[src/rtl/bsg_counter_up_down_sat.sv]
// bsg_counter_up_down_sat
//
// Up/down counter with multi-unit steps per cycle, a configurable maximum,
// load and clear, and sticky overflow/underflow flags. Results outside
// [0, max_val_p] saturate to the nearest end. When
// BSG_COUNTER_UP_DOWN_SAT_WRAP_EN is defined they wrap modulo
// (max_val_p+1) instead. Out-of-range loads follow the same rule.
//
// Ports:
//   clk_i          clock
//   reset_n_i      synchronous active-low reset
//   clear_i        count -> 0 next cycle (error flags untouched)
//   load_v_i       count -> load_val_i next cycle
//   load_val_i     value to load (width_lp bits)
//   up_i, down_i   increment / decrement amounts (step_w_lp bits each)
//   err_clr_i      clear both sticky error flags
//   count_o        registered count
//   zero_o         registered, count_o == 0
//   full_o         registered, count_o == max_val_p
//   almost_full_o  registered, count_o >= almost_full_p
//   overflow_o     sticky, a result exceeded max_val_p
//   underflow_o    sticky, a result went below 0
//
// Priority, highest first: reset, clear, load, up/down.
// All outputs come straight from registers.

module bsg_counter_up_down_sat #(
  parameter int max_val_p     = 1023,
  parameter int init_val_p    = 0,
  parameter int max_step_p    = 1,
  parameter int almost_full_p = max_val_p - 1,
  localparam int width_lp     = $clog2(max_val_p + 1),
  localparam int step_w_lp    = (max_step_p > 0) ? $clog2(max_step_p + 1) : 1
) (
  input  logic                clk_i,
  input  logic                reset_n_i,
  input  logic                clear_i,
  input  logic                load_v_i,
  input  logic [width_lp-1:0] load_val_i,
  input  logic [step_w_lp-1:0] up_i,
  input  logic [step_w_lp-1:0] down_i,
  input  logic                err_clr_i,
  output logic [width_lp-1:0] count_o,
  output logic                zero_o,
  output logic                full_o,
  output logic                almost_full_o,
  output logic                overflow_o,
  output logic                underflow_o
);

  // Two extra bits: one for the carry of count+up, one for the sign.
  localparam int sum_w_lp = width_lp + 2;
  localparam logic signed [sum_w_lp-1:0] max_s_lp = sum_w_lp'(max_val_p);
  localparam logic signed [sum_w_lp-1:0] mod_s_lp = sum_w_lp'(max_val_p + 1);
  localparam logic [width_lp:0]          max_u_lp = (width_lp + 1)'(max_val_p);
  localparam logic [width_lp-1:0]        af_lp    = width_lp'(almost_full_p);
  localparam logic [width_lp-1:0]        init_lp  = width_lp'(init_val_p);

  logic [width_lp-1:0]        count_q, count_d;
  logic                       zero_q, full_q, af_q;
  logic                       ovf_q, ovf_d;
  logic                       unf_q, unf_d;
  logic signed [sum_w_lp-1:0] sum_s;
  logic                       ovf_evt, unf_evt;

  always_comb begin
    count_d = count_q;
    ovf_evt = 1'b0;
    unf_evt = 1'b0;
    sum_s   = $signed({2'b00, count_q})
            + $signed(sum_w_lp'(up_i))
            - $signed(sum_w_lp'(down_i));

    if (clear_i) begin
      count_d = '0;
    end else if (load_v_i) begin
      // Unsigned compare with one extra bit so max_val_p = 2^n-1 works too.
      if ({1'b0, load_val_i} > max_u_lp) begin
        ovf_evt = 1'b1;
`ifdef BSG_COUNTER_UP_DOWN_SAT_WRAP_EN
        // load_val_i < 2^width_lp <= 2*(max_val_p+1): one subtraction suffices.
        count_d = width_lp'({1'b0, load_val_i} - (width_lp + 1)'(max_val_p + 1));
`else
        count_d = width_lp'(max_val_p);
`endif
      end else begin
        count_d = load_val_i;
      end
    end else if (sum_s > max_s_lp) begin
      ovf_evt = 1'b1;
`ifdef BSG_COUNTER_UP_DOWN_SAT_WRAP_EN
      count_d = width_lp'(sum_s - mod_s_lp);
`else
      count_d = width_lp'(max_val_p);
`endif
    end else if (sum_s < 0) begin
      unf_evt = 1'b1;
`ifdef BSG_COUNTER_UP_DOWN_SAT_WRAP_EN
      count_d = width_lp'(sum_s + mod_s_lp);
`else
      count_d = '0;
`endif
    end else begin
      count_d = width_lp'(sum_s);
    end

    // A new event in the same cycle as err_clr_i keeps the flag set.
    ovf_d = ovf_evt | (ovf_q & ~err_clr_i);
    unf_d = unf_evt | (unf_q & ~err_clr_i);
  end

  always_ff @(posedge clk_i) begin
    if (!reset_n_i) begin
      count_q <= init_lp;
      zero_q  <= (init_lp == '0);
      full_q  <= (init_val_p == max_val_p);
      af_q    <= (init_lp >= af_lp);
      ovf_q   <= 1'b0;
      unf_q   <= 1'b0;
    end else begin
      count_q <= count_d;
      // Status flags come from count_d so they line up with count_o.
      zero_q  <= (count_d == '0);
      full_q  <= ({1'b0, count_d} == max_u_lp);
      af_q    <= (count_d >= af_lp);
      ovf_q   <= ovf_d;
      unf_q   <= unf_d;
    end
  end

  assign count_o       = count_q;
  assign zero_o        = zero_q;
  assign full_o        = full_q;
  assign almost_full_o = af_q;
  assign overflow_o    = ovf_q;
  assign underflow_o   = unf_q;

endmodule

[config.mk]
export PLATFORM = sky130hd
export DESIGN_NAME = bsg_counter_up_down_sat
export DESIGN_NICKNAME = d
export VERILOG_FILES = /design/src/rtl/bsg_counter_up_down_sat.sv
export SDC_FILE = /design/constraint.sdc
export NUM_CORES = 1
export LEC_CHECK = 0
export ABC_AREA = 1
export BUFFER_PORTS_ARGS = -buffer_cell sky130_fd_sc_hd__buf_2
export CELL_PAD_IN_SITES_DETAIL_PLACEMENT = 0
export CELL_PAD_IN_SITES_GLOBAL_PLACEMENT = 1
export CORE_UTILIZATION = 41
export CTS_BUF_LIST = sky130_fd_sc_hd__clkbuf_4
export CTS_CLUSTER_DIAMETER = 60
export DETAILED_ROUTE_END_ITERATION = 8
export HOLD_SLACK_MARGIN = 0.12
export PLACE_DENSITY_LB_ADDON = 0.1
export SYNTH_ARGS = -nofsm -noshare
export SYNTH_HDL_FRONTEND = slang
export SYNTH_SLANG_ARGS = --single-unit
[constraint.sdc]
create_clock -name clk_i -period 8.2 [get_ports clk_i]
set_input_delay 2.46 -clock clk_i [delete_from_list [all_inputs] [get_ports clk_i]]
set_output_delay 2.46 -clock clk_i [all_outputs]
set_load 0.02 [all_outputs]
==> metrics.md, run 1 <==
| Metric | Value |
|---|---|
| First drt pass iteration count | 4 |
| Crit path to | full_o$_SDFF_PN0_ |
| Layout cell share with drive strength beyond 1 | 21.4% |
| Critical Path Sink Type | flop |
| Area Growth Syn to Fin | 17.0% |
| Register area share after synthesis | 22.5% |
| Final Skew | 0.00653 ns |
| Setup Crit Path Kind | in2reg |
| Required time of the critical path | about 8.4 ns |
| Max_slew headroom | between 70 and 80% |
| Critical Path AT | 4.58 ns |
| Ports | 32 |
| Final net count | about 280 |
| Top FF cell, synth | dfxtp_1 |
| Status | finished clean |
| Post CTS Setup Buffer Count | 0 |
| Via count | 1310 |
| Vias in the first global route | roughly 1200 |
| Period utilization | 53.2% |
| Initial antenna violation count | 0 |
| Initial drt markers | 50 |
| Final setup vio count | 0 |
| Worst R2R Start | count_o[0]$_SDFF_PN0_ |
| Critical path launch point type | input port |
| Asr flop ratio synth | 0% |
| Avg Vias per Cell | 4.49 |
| Port bufs | 31 |
| Post-DP HPWL | ~2500 um |
| CP top delay family | simple AND/OR/NAND/NOR gates |
| Avg Inst Size Synth | 6.19 sq um |
| Most frequent cell after synthesis | nand2_1 |
| Crit path top cell by count | nand3_1 |
| CTS tree | built |
| Global route overflow | 0 |
| Yosys warning count | 0 |
| EDFF count, synth | 0 |
| Antenna Diode Count | 0 |
| Chip height | around 59 um |
| Number of cells on the worst hold path | 2 |
| Reg clk slew, reported paths | 0.09 ns |
| Setup TNS | 0 ns |
| Max cap viols | 0 |
| Flop2flop setup slack | 5.75 ns |
| Syn_nets | 246 |
| HP Class | reg2reg |
| Max Freq | ~230 MHz |
| Clock buffer depth | 2 |
| Root buffer cell | clkbuf_4 |
| Crit path from | down_i |
| Worst vdd ir | 97.5 uV |
| CP Depth | 17 |
| P per Cell Area | 233 nW/um^2 |
| Multi-input logic area | 888 sq um |
| Final ANT Viol Nets | 0 |
| Hold buffers post-CTS | 0 |
| Top cell type's share of synthesized area | ~22% |
| DR DRC count | 0 |
| Critical Path Fanout Max | 6 |
| Global-route usage over all layers | 19.9% |
| Post-synthesis cell type count | 22 |
| Worst Path Buf+Inv | 4 |
| Num CTS Buffers | 3 |
| Cell count after synthesis | about 220 |
| First-pass GRT wire length | 5250 um |
| Initial Util | a little over two fifths |
| Slowest stage delay, CP | about 0.4 ns |
| Drt wl/cell | 10.3 um |
| Pwr Total | 364 uW |
| Slew Viols, Final | 0 |
| Yosys reg bits | 15 |
| Die footprint | 3490 sq um |
| Final wirelength | 3000 um |
| Reg-to-Reg End | full_o$_SDFF_PN0_ |
| Synth top cells by count | 53 x nand2_1, 39 x nor2_1, 34 x inv_1 |
| Cell leakage power | 0.000878 uW |
| Cell Rows | 20 |
| Fill count | 359 |
| H-tree depth | 1 |
| Unrepaired setup endpoints after global routing | no |
| Crit path time final | 4.36 ns |
| Post-CTS Resized | 0 |
| Clk_lat worst skew | 0.28 ns |
| Yosys top cell by area | dfxtp_1 |
| Die width | 59.1 um |
| Core ar. | 3080 sq um |
| Slew @ Worst Pin | 0.376 ns |
| Crit path max-delay cell type | fa_1 |
| Crit-path cells | buf_2 > ha_1 > inv_1 > ha_1 > inv_1 > fa_1 > inv_1 > nand3_1 > nand3_1 > nand2_2 > nand2_2 > nand2_4 > nand3_1 > nand2_1 > nor2_1 > nand3_1 > nor3_2 |
| Synth top area cells | dfxtp_1 22%, nand2_1 15%, ha_1 11% |
| Largest net degree at the start of global routing | 13 |
| Synth Cell Area | around 1300 sq um |
| Final Hold Vio Count | 0 |
| GP Congestion | between 0.8 and 0.9 |
| Register area | 300 sq um |
| R2R depth | 17 |
| Sink Count | 15 |
==> worst min-delay path, cell delays in order, from the launching register on <==
cell     delay, ns
dfxtp_1       0.31
nand2_1       0.06
a21oi_1       0.05
==> cells in the final DEF, fill, tap and decap left out <==
cell	Yosys	routed
clkinv_2	1	1
nand2_2	6	6
a21oi_1	8	8
xor2_1	3	3
fa_1	1	1
nor3_2	2	2
o21bai_1	1	1
nand3_4	1	1
nor2_1	39	39
a21oi_2	2	2
nand2_1	53	53
nand3b_1	3	3
nand2_4	1	1
inv_2	1	1
inv_1	34	34
nand3_1	26	26
buf_2	1	31
dfxtp_1	15	15
nand3_2	3	3
ha_1	12	12
nand4_2	1	1
clkbuf_4	0	4
==> metal layers <==
metal | track usage (%) | wire length (um)
met5 | 0 | 0
met4 | 7.14 | 25
met3 | 1.31 | 65
met2 | 30.8 | 1290
met1 | 29.0 | 1610
==> power by group <==
| group | total, uW | internal, uW | switching, uW |
|---|---|---|---|
| registers | 86.7 | 80.8 | 5.89 |
| logic | 232 | 82.6 | 150 |
| clock network | 45.4 | 22.2 | 23.2 |
| total | 364 | 186 | 179 |
==> how the worst min path moves through the flow <==
stage / from / endpoint
finish: overflow_o$_SDFF_PN0_ / overflow_o$_SDFF_PN0_
global route: underflow_o$_SDFF_PN0_ / underflow_o$_SDFF_PN0_
CTS: underflow_o$_SDFF_PN0_ / underflow_o$_SDFF_PN0_
detailed placement: underflow_o$_SDFF_PN0_ / underflow_o$_SDFF_PN0_
global placement: underflow_o$_SDFF_PN0_ / underflow_o$_SDFF_PN0_
floorplan: overflow_o$_SDFF_PN0_ / overflow_o$_SDFF_PN0_
==> cell type report <==
cell class | instances | area share [%]
Sequential cell | 15 | 19.2
Clock buffer | 4 | 1.92
Multi-Input combinational cell | 162 | 56.8
Inverter | 36 | 8.71
Timing Repair Buffer | 31 | 9.91
Tap cell | 44 | 3.52
==> sequential cells by signal (all words and copies together) (netlist names) <==
register and cells:
almost_full_o 1, full_o 1, count_o 10, overflow_o 1, underflow_o 1, zero_o 1
==> through the flow <==
stage	std cells	utilization, %	setup WS, ns	area (sq um)	hold WS, ns
3_3_place_gp	288	49.9	3.54	1540	0.455
4_1_cts	292	50.9	3.81	1570	0.472
3_5_place_dp	288	49.9	3.51	1540	0.460
6_report	292	50.9	3.84	1570	0.465
2_1_floorplan	216	-	3.85	1340	0.540
5_1_grt	292	50.9	3.60	1570	0.479
==> logic make-up (layout without fill, tap and decap cells) <==
logic type,after synthesis,in the layout,synth area share (%)
and+or+nand+nor,135,135,46.9
buffers and inverters,39,71,11.1
DFF,15,15,22.5
adders and majority gates,13,13,12.7
AOI/OAI and AO/OA,11,11,4.86
xor gates and xnor gates,3,3,1.96
Power figures use the tool's default switching activity.
==> inputs of run 2 (changes only) <==
- ABC_AREA: 1 -> 0
- CORE_UTILIZATION: 41 -> 36
- clock period: 8.2 -> 3.8 ns (I/O delays scaled with it)
==> run 2 against run 1 <==
- clock skew hardly changed
- non-clock buffer count is 8 higher
- critical endpoint is now zero_o$_SDFF_PN1_
- area after synthesis is 6.4% lower
- die area is 6.4% higher
- clock power is 110% higher
- sequential cell count stayed put
- hold slack better by 0.053 ns
- critical path type unchanged
- clock-buffer cell count is 1 lower
- critical path depth is 4 lower
- core utilization is 4.2 points lower
- cell area is 0.56% lower
- global-route usage is 1.5 points lower
==> metrics.md, run 2 <==
| Metric | Value |
|---|---|
| Asr flop ratio synth | 0% |
| HP Class | reg2reg |
| Pwr Total | 1070 uW |
| Via count | 1245 |
| Post-synthesis cell type count | 43 |
| Root buffer cell | clkbuf_4 |
| Final setup vio count | 0 |
| Critical Path AT | 3.86 ns |
| Post-route setup slack | around 0.15 ns |
| Die footprint | 3720 sq um |
| Hold buffers post-CTS | 0 |
| H-tree depth | 1 |
| Sink Count | 15 |
| Cell Rows | 21 |
| Crit path max-delay cell type | or4_1 |
| Slew Viols, Final | 0 |
| Area Growth Syn to Fin | 24.3% |
| Port bufs | 31 |
| Met1 wire length | 1550 um |
| Crit path time final | around 3.6 ns |
| Post-DP HPWL | about 2600 um |
| Post-CTS Resized | 0 |
| Global route overflow | 0 |
| Critical Path Fanout Max | 2 |
| Slowest stage delay, CP | 0.52 ns |
| Crit-path cells | buf_2 > ha_1 > inv_1 > ha_1 > inv_1 > fa_1 > nand2b_2 > a211oi_4 > o21ai_1 > and2_1 > or4_1 > o41a_1 > o31ai_2 |
| Highest routing layer actually used | met4 |
| Antenna Diode Count | 0 |
| Most frequent cell after synthesis | inv_1 |
| Max_slew headroom | 41.5% |
| Unrepaired setup endpoints after global routing | no |
| Flop2flop setup slack | between 0.7 and 0.8 ns |
| Worst vdd ir | 242 uV |
| Drt wl/cell | 12.8 um |
| Largest register FFs | 10 |
| Commonest non-fill, non-tap cells in the layout | 31 x buf_2, 16 x inv_1, 15 x dfxtp_1 |
| Worst slack, placed | -0.179 ns |
| Max Freq | roughly 270 MHz |
| Layout cell share with drive strength beyond 1 | 25.1% |
| Fill count | between 300 and 400 |
| Initial drt markers | 51 |
| Slew @ Worst Pin | 0.876 ns |
| Final wirelength | between 3000 and 4000 um |
| Metal3 WL | 115 um |
| Initial antenna violation count | 0 |
| CTS tree | built |
| Most common cell after layout, fill and taps aside | buf_2 |
| Clk_lat worst skew | 0.29 ns |
| Final ANT Viol Nets | 0 |
| Met2 Wirelength | 1410 um |
| Final Skew | 0.00642 ns |
| Period utilization | 95.9% |
| Status | finished clean |
| Register area share after synthesis | about a quarter |
| GP Congestion | 0.796 |
| Final Hold Vio Count | 0 |
| Syn_nets | around 190 |
| Largest net degree at the start of global routing | 16 |
| Clock buffer depth | 2 |
| First-pass GRT wire length | 5020 um |
| Critical Path Sink Type | flop |
| Max cap viols | 0 |
| Critical path launch point type | input port |
| Reg clk slew, reported paths | 0.10 ns |
| Cell count after synthesis | between 150 and 200 |
| DR DRC count | 0 |
| Required time of the critical path | 4.02 ns |
| Avg Vias per Cell | 5.17 |
| Final net count | 226 |
| Setup Crit Path Kind | in2reg |
| Synth top area cells | dfxtp_1 24%, ha_1 12%, xor2_1 4.9% |
| Vias in the first global route | 1123 |
| Avg Inst Size Synth | 8.03 sq um |
| EDFF count, synth | 0 |
| Synth top cells by count | 16 x inv_1, 15 x dfxtp_1, 12 x ha_1 |
| Top cell type's share of synthesized area | 24.0% |
| P per Cell Area | 688 nW/um^2 |
| Top FF cell, synth | dfxtp_1 |
| Yosys reg bits | 15 |
| Yosys warning count | 0 |
| Die width | 61.0 um |
| Core ar. | 3340 sq um |
| Synth Cell Area | 1250 sq um |
| Chip height | 61.0 um |
| Post CTS Setup Buffer Count | 0 |
| Num CTS Buffers | 3 |
| Cell leakage power | 0.000721 uW |
| Initial Util | 37.5% |
| Global-route usage over all layers | 18.4% |
| Ports | 32 |
| First drt pass iteration count | 4 |
| Yosys top cell by area | dfxtp_1 |
## run 2: critical path: cells and delay by family
| kind | cells | cell delay, ns |
|---|---|---|
| adders and majority gates | 3 | 0.81 |
| AOI/OAI and AO/OA | 4 | 0.81 |
| and+or+nand+nor | 3 | 0.90 |
| buffers and inverters | 3 | 0.20 |
## run 2: worst paths after layout
kind / startpoint / to / depth (start not counted)
hold reg to reg: overflow_o$_SDFF_PN0_ / overflow_o$_SDFF_PN0_ / 2
setup reg to reg: count_o[0]$_SDFF_PN0_ / zero_o$_SDFF_PN1_ / 13
setup / recovery: down_i / zero_o$_SDFF_PN1_ / 13
hold / removal: overflow_o$_SDFF_PN0_ / overflow_o$_SDFF_PN0_ / 2
## run 2: metrics by stage
stage | setup TNS, ns | utilization, % | instance area (sq um) | hold WS [ns] | std cells
after floorplan | 0 | - | 1260 | 0.587 | 156
after global placement | -0.171 | 45.8 | 1530 | 0.489 | 237
after detailed placement | -0.477 | 45.8 | 1530 | 0.498 | 237
after CTS | 0 | 46.6 | 1560 | 0.526 | 241
after global routing | 0 | 46.6 | 1560 | 0.551 | 241
final | 0 | 46.6 | 1560 | 0.518 | 241
## run 2: cell type report
| class | instances | area [sq um] | share of cell area, % |
|---|---|---|---|
| multi-input cells | 121 | 883 | 56.8 |
| flip-flops and latches | 15 | 300 | 19.3 |
| repair buffers | 39 | 228 | 14.6 |
| inverters | 16 | 60.1 | 3.86 |
| well taps | 46 | 57.6 | 3.70 |
| clock buffers | 3 | 22.5 | 1.45 |
| clock inverters | 1 | 5.00 | 0.322 |
## run 2: power by group
group / switching (uW) / total (uW) / internal (uW)
clock network: 54.5 / 93.6 / 39.1
logic: 432 / 770 / 339
registers: 21.7 / 207 / 186
## run 2: kinds of logic (layout without fill, tap and decap cells)
family / count (synthesis) / count (layout) / share of synthesized area [%]
AOI/OAI and AO/OA: 51 / 51 / 30.4
xor gates and xnor gates: 7 / 7 / 4.90
adders and majority gates: 13 / 13 / 13.6
buffers and inverters: 20 / 59 / 6.09
DFF: 15 / 15 / 24.0
and+or+nand+nor: 50 / 50 / 21.1
## run 2: routing by layer
layer / up-vias / GRT usage [%]
met4: 0 / 6.82
met3: 2 / 1.92
met5: - / 0
met1: 578 / 25.8
met2: 27 / 29.2
li1: 638 / -
